<file path="config.mk">
export PLATFORM = sky130hd
export DESIGN_NAME = numberle_round_controller
export DESIGN_NICKNAME = d
export VERILOG_FILES = /design/src/rtl/numberle_round_controller.sv
export SDC_FILE = /design/constraint.sdc
export NUM_CORES = 1
export LEC_CHECK = 0
export ABC_AREA = 1
export CORE_UTILIZATION = 46
export CTS_CLUSTER_DIAMETER = 60
export DETAILED_ROUTE_END_ITERATION = 8
export GPL_TIMING_DRIVEN = 1
export HOLD_SLACK_MARGIN = 0.08
export PLACE_DENSITY = 0.77
export SYNTH_ARGS = -nofsm -noshare
export SYNTH_HDL_FRONTEND = slang
export SYNTH_SLANG_ARGS = --single-unit
export TNS_END_PERCENT = 5
</file>
<file path="constraint.sdc">
create_clock -name clock -period 1.8 [get_ports clock]
set_clock_uncertainty 0.2 [all_clocks]
set_input_delay 0.36 -clock clock [delete_from_list [all_inputs] [get_ports clock]]
set_output_delay 0.36 -clock clock [all_outputs]
set_load 0.02 [all_outputs]
</file>
<file path="src/rtl/numberle_round_controller.sv">
// One Numberle round: loads a secret, collects a 4-digit guess with a cursor,
// grades each submitted guess digit by digit and declares win or lose.
module numberle_round_controller #(
  parameter int unsigned MAX_TRIES = 7
) (
  input  logic        clock,
  input  logic        reset,
  input  logic        btn_new_game,
  input  logic        btn_next,
  input  logic        btn_submit,
  input  logic        key_valid,
  input  logic [3:0]  key_value,
  input  logic        secret_valid,
  input  logic [15:0] secret_in,
  output logic        secret_req,
  output logic [15:0] digits_out,
  output logic [1:0]  cursor,
  output logic [11:0] feedback,
  output logic [3:0]  tries_used,
  output logic [3:0]  msg_code,
  output logic        win,
  output logic        lose,
  output logic [2:0]  state_code
);

  typedef enum logic [2:0] {
    IDLE     = 3'd0,
    LOAD     = 3'd1,
    ENTRY    = 3'd2,
    CHECK    = 3'd3,
    FEEDBACK = 3'd4,
    WIN      = 3'd5,
    LOSE     = 3'd6
  } state_t;

  state_t      state;
  logic [15:0] secret;

  logic [15:0] secret_clean;
  logic [11:0] check_fb;
  logic        check_hit;
  logic        entry_blank;
  logic [3:0]  tries_inc;

  // Grading and input cleanup are pure functions of the current registers.
  always_comb begin
    // NOTE: every always_comb output gets a default first so no latch is inferred.
    secret_clean = '0;
    check_fb     = '0;
    entry_blank  = 1'b0;
    for (int i = 0; i < 4; i++) begin
      secret_clean[4*i +: 4] = (secret_in[4*i +: 4] > 4'd9) ?
                               {1'b0, secret_in[4*i + 2 -: 3]} : secret_in[4*i +: 4];
      check_fb[3*i +: 3]     = {digits_out[4*i +: 4] >  secret[4*i +: 4],
                                digits_out[4*i +: 4] == secret[4*i +: 4],
                                digits_out[4*i +: 4] <  secret[4*i +: 4]};
      if (digits_out[4*i +: 4] == 4'hF) entry_blank = 1'b1;
    end
    check_hit = (check_fb == 12'b010_010_010_010);
    tries_inc = tries_used + 4'd1;
  end

  assign state_code = state;

  // NOTE: all state updates are non-blocking so every register samples pre-edge values.
  always_ff @(posedge clock) begin
    if (reset) begin
      state      <= IDLE;
      secret     <= 16'hFFFF;
      digits_out <= 16'hFFFF;
      cursor     <= 2'd0;
      feedback   <= 12'd0;
      tries_used <= 4'd0;
      secret_req <= 1'b0;
      msg_code   <= 4'd0;
      win        <= 1'b0;
      lose       <= 1'b0;
    end else if (btn_new_game && state != LOAD) begin
      state      <= LOAD;
      digits_out <= 16'hFFFF;
      cursor     <= 2'd0;
      feedback   <= 12'd0;
      tries_used <= 4'd0;
      secret_req <= 1'b1;
      msg_code   <= 4'd0;
      win        <= 1'b0;
      lose       <= 1'b0;
    end else begin
      unique case (state)
        LOAD: if (secret_valid) begin
          secret     <= secret_clean;
          secret_req <= 1'b0;
          state      <= ENTRY;
          msg_code   <= tries_inc;
        end
        ENTRY: begin
          if (btn_submit) begin
            // A submit with any blank digit is silently dropped.
            if (!entry_blank) begin
              state    <= CHECK;
              msg_code <= tries_used;
            end
          end else begin
            if (key_valid && key_value <= 4'd9) digits_out[{cursor, 2'b00} +: 4] <= key_value;
            if (btn_next) cursor <= cursor + 2'd1;
          end
        end
        CHECK: begin
          feedback   <= check_fb;
          tries_used <= tries_inc;
          if (check_hit) begin
            state    <= WIN;
            win      <= 1'b1;
            msg_code <= 4'hA;
          end else if (tries_inc == 4'(MAX_TRIES)) begin
            state    <= LOSE;
            lose     <= 1'b1;
            msg_code <= 4'hD;
          end else begin
            state    <= FEEDBACK;
            msg_code <= tries_inc;
          end
        end
        FEEDBACK: if (btn_submit) begin
          state      <= ENTRY;
          digits_out <= 16'hFFFF;
          cursor     <= 2'd0;
          msg_code   <= tries_used + 4'd1;
        end
        default: ;
      endcase
    end
  end

endmodule

</file>
==> reports/metrics.json, run 1 <==
{
  "post-dp-hpwl": {"value": 6690, "unit": "µm"},
  "placementRows": {"value": 30},
  "finalHoldViolations": {"value": 0},
  "peakVddDrop": {"value": 0.502, "unit": "mV"},
  "worst_path_most_repeated_cell": {"value": "nand2_1"},
  "clk_transition_reported_paths": {"value": 0.07, "unit": "ns"},
  "antenna_found_initial": {"value": 0},
  "synth_sequential_area_ratio": {"value": 37.3, "unit": "%"},
  "number_of_library_cell_types_mapped_by_synthesis": {"value": 34},
  "avgSynthCellArea": {"value": 7.24, "unit": "µm²"},
  "cts_inserted_buffers": {"value": 9},
  "rsz0062_at_grt": {"value": "true"},
  "synth_area_leaders": {"value": "dfxtp_1, nand2_1, ha_1"},
  "synth_top_flop_cell": {"value": "dfxtp_1"},
  "clockPowerShare": {"value": 20.6, "unit": "%"},
  "worst_hold_slack": {"value": 0.251, "unit": "ns"},
  "detail_route.iter0.violations": {"value": 170},
  "drcViolationCount": {"value": 0},
  "comb_power_share": {"value": 49.6, "unit": "%"},
  "filler_cell_count": {"value": 541},
  "timing.critical_path.to_type": {"value": "register"},
  "route.final.wire_length": {"value": 9620, "unit": "µm"},
  "maxCapViolCount": {"value": 0},
  "routedWlPerCell": {"value": 14.3, "unit": "µm"},
  "fin_total_pwr": {"value": 0.00544, "unit": "W"},
  "yosysWarnings": {"value": 0},
  "cts_tree": {"value": "yes"},
  "post-route-util": {"value": 70.1, "unit": "%"},
  "crit_path_start": {"value": "digits_out[1]"},
  "critPathMaxFanout": {"value": 2},
  "internal_power": {"value": 0.00329, "unit": "W"},
  "ctsRootBufferMaster": {"value": "clkbuf_8"},
  "worst_skew_pair.late_latency": {"value": 0.35, "unit": "ns"},
  "die_height": {"value": 85.7, "unit": "µm"},
  "timing.critical_path.slowest_cell_delay": {"value": 0.35, "unit": "ns"},
  "period_needed": {"value": 1.92, "unit": "ns"},
  "worst_pin_slew": {"value": 0.415, "unit": "ns"},
  "fp.dieW": {"value": 85.7, "unit": "µm"},
  "drive_above_1_share": {"value": 25.9, "unit": "%"},
  "grt_overflow_total": {"value": 0},
  "critPathBufInv": {"value": 1},
  "post-synth-top-area-fraction": {"value": 37.3, "unit": "%"},
  "hp-start": {"value": "lose"},
  "path_cells": {"value": "ha_4, inv_1, o21bai_1, nand2_1, nand2_1, nand2_2, o21bai_1, nand2_1, nand2_1, a21oi_2"},
  "final_min_period_over_clock_period": {"value": 106, "unit": "%"},
  "failing_checks": {"value": "negative setup slack"},
  "ys_ff_latch": {"value": 60},
  "setup.worst_path.class": {"value": "reg -> reg"},
  "globalRouteTotalUtil": {"value": 25.1, "unit": "%"},
  "port-buffer-count": {"value": 70},
  "floorplan.initialDensity": {"value": 47.4, "unit": "%"},
  "first_global_vias": {"value": 3189},
  "cpLargestDelayFamily": {"value": "simple AND/OR/NAND/NOR gates"},
  "gpl.final_weighted_congestion": {"value": 0.968},
  "postSynthNetCount": {"value": 494},
  "areaGrowthSynthToFinish": {"value": 47.9, "unit": "%"},
  "synth_enable_flop_cells": {"value": 0},
  "yosys.area.top_type": {"value": "dfxtp_1"},
  "drt_pass1_iterations": {"value": 5},
  "critical_path.startpoint_type": {"value": "register"},
  "proportion_of_total_power_due_to_net_switching": {"value": 39.5, "unit": "%"},
  "sequentialPowerShare": {"value": 29.8, "unit": "%"},
  "critical_path.reg2reg.startpoint": {"value": "digits_out[1]"},
  "fin_tns_setup": {"value": -0.376, "unit": "ns"},
  "die-area": {"value": 7340, "unit": "µm²"},
  "critical_path_required": {"value": 1.84, "unit": "ns"},
  "detail_route.vias_per_cell": {"value": 5.20},
  "critical-path-slowest-cell": {"value": "dfxtp_1"},
  "nNetsFinal": {"value": 620},
  "total_switching_power": {"value": 0.00215, "unit": "W"},
  "status": {"value": "complete, but fails checks"},
  "hold_class": {"value": "reg -> reg"},
  "fmax": {"value": 522, "unit": "MHz"},
  "detailroute.via_count": {"value": 3495},
  "dp_worst_setup_slack": {"value": -0.234, "unit": "ns"},
  "clkSinkCount": {"value": 60},
  "design.core.area": {"value": 6790, "unit": "µm²"},
  "maxSlewViolCount": {"value": 0},
  "cts.path.max_buffers": {"value": 2},
  "setup_viol": {"value": 8},
  "synthTopCellsByCount": {"value": "nand2_1, dfxtp_1, inv_1"},
  "p_per_area": {"value": 1140, "unit": "nW/µm²"},
  "grt_pass1_wl": {"value": 14400, "unit": "µm"},
  "minimum_setup_slack_in_the_final_design": {"value": -0.116, "unit": "ns"},
  "maximum_number_of_pins_on_one_net_before_global_route_repair": {"value": 26},
  "n_antenna_cell": {"value": 0},
  "timing.critical_path.arrival": {"value": 1.96, "unit": "ns"},
  "cts_htree_levels": {"value": 3},
  "max-slew-margin-rel": {"value": 72.3, "unit": "%"},
  "synth_cell_area": {"value": 3220, "unit": "µm²"},
  "async_flop_share": {"value": 0, "unit": "%"},
  "synthMostInstantiatedCell": {"value": "nand2_1"},
  "num_io_pins": {"value": 71},
  "drt.antenna.violating_nets": {"value": 0},
  "total_leakage_power": {"value": 2.30, "unit": "nW"},
  "cts_hold_buffers": {"value": 0},
  "post_synth_inst_count": {"value": 445}
}
[power groups by stage]
stage	sequential [W]	clock, W	combinational [W]
after global placement	0.00162	0	0.00214
after CTS	0.00160	0.00113	0.00225
after detailed placement	0.00163	0	0.00220
after floorplan	0.00172	0	0.00120
final	0.00162	0.00112	0.00270
after global routing	0.00163	0.00120	0.00293
[tightest hold or removal path, stage by stage, from the launching register on]
cell,delay (ns)
dfxtp_1,0.31
inv_1,0.05
a21oi_1,0.05
[routing by layer]
metal  up-vias  routed length (µm)  track usage, %
met5         -                   0               0
met4         0                 390            10.0
met3        37                 504            4.91
met2       149                4620            42.8
met1      1593                4100            31.1
li1       1716                   -               -
[repair_timing]
| action | CTS | global route |
|---|---|---|
| pin swaps | 7 | 18 |
| setup buffers | 1 | 7 |
| resized for setup | 53 | 49 |
| endpoints found under the setup margin | 52 | 25 |
[per-stage QoR]
| step | area, µm² | instances |
|---|---|---|
| floorplan | 3230 | 445 |
| global placement | 4370 | 648 |
| detailed placement | 4370 | 648 |
| CTS | 4520 | 665 |
| global route | 4760 | 672 |
| finish | 4760 | 672 |
[cells by family (layout without fill, tap and decap cells)]
logic type               after synthesis  in the layout  share of synthesized area, %
AND/OR/NAND/NOR                      203            203                          28.1
adder cells (fa/ha/maj)               22             22                          8.55
XOR/XNOR                               2              2                         0.544
flip-flops                            60             60                          37.3
AO/OA/AOI/OAI                         84             84                          15.6
buffers and inverters                 73            204                          9.60
multiplexers                           1              1                         0.311
[final timing paths]
kind / endpoint / slack [ns] / cells after the start
max reg2reg: msg_code[2] / -0.12 / 10
min reg2reg: lose / 0.25 / 2
max: msg_code[2] / -0.12 / 10
min: lose / 0.25 / 2
[state kept, by name, summed over array words and instances (netlist names)]
register	count
cursor	2
feedback	12
win	1
lose	1
digits_out	16
tries_used	4
secret	16
state_code	3
msg_code	4
secret_req	1
[layout make-up]
cell class | count | area (µm²) | share of cell area, %
multi-input cells | 312 | 1900 | 39.9
repair buffers | 128 | 1120 | 23.5
clock inverters | 1 | 5.00 | 0.105
flip-flops and latches | 60 | 1210 | 25.5
inverters | 60 | 229 | 4.81
clock buffers | 15 | 176 | 3.70
well taps | 96 | 120 | 2.52
[cells in the final DEF (no fill, tap or decap), types with 5 or more instances in the layout]
cell type        count
nand2_2             13
o211ai_1             8
dfxtp_2             11
clkbuf_8            12
o21ai_0             30
ha_1                13
nand3_1             40
clkdlybuf4s15_1      7
dlygate4sd2_1       37
inv_1               40
ha_4                 9
buf_4               55
inv_2               18
nand2_1             98
nor2_1              24
a21oi_1             29
clkdlybuf4s50_1     26
dfxtp_1             49
nor2_4               8
nor2_2               5
nand4_1              7
No activity file was read; power rests on OpenSTA's default activity.
==> inputs of run 2 (changes only) <==
Settings changed: GPL_ROUTABILITY_DRIVEN from default to 1.
==> results of run 2 <==
Final layout, timing and power as in run 1 (identical DEF).
==> inputs of run 3 (changes only) <==
Settings changed: CAP_MARGIN from default to 10.
==> results of run 3 <==
Final layout, timing and power as in run 1 (identical DEF).
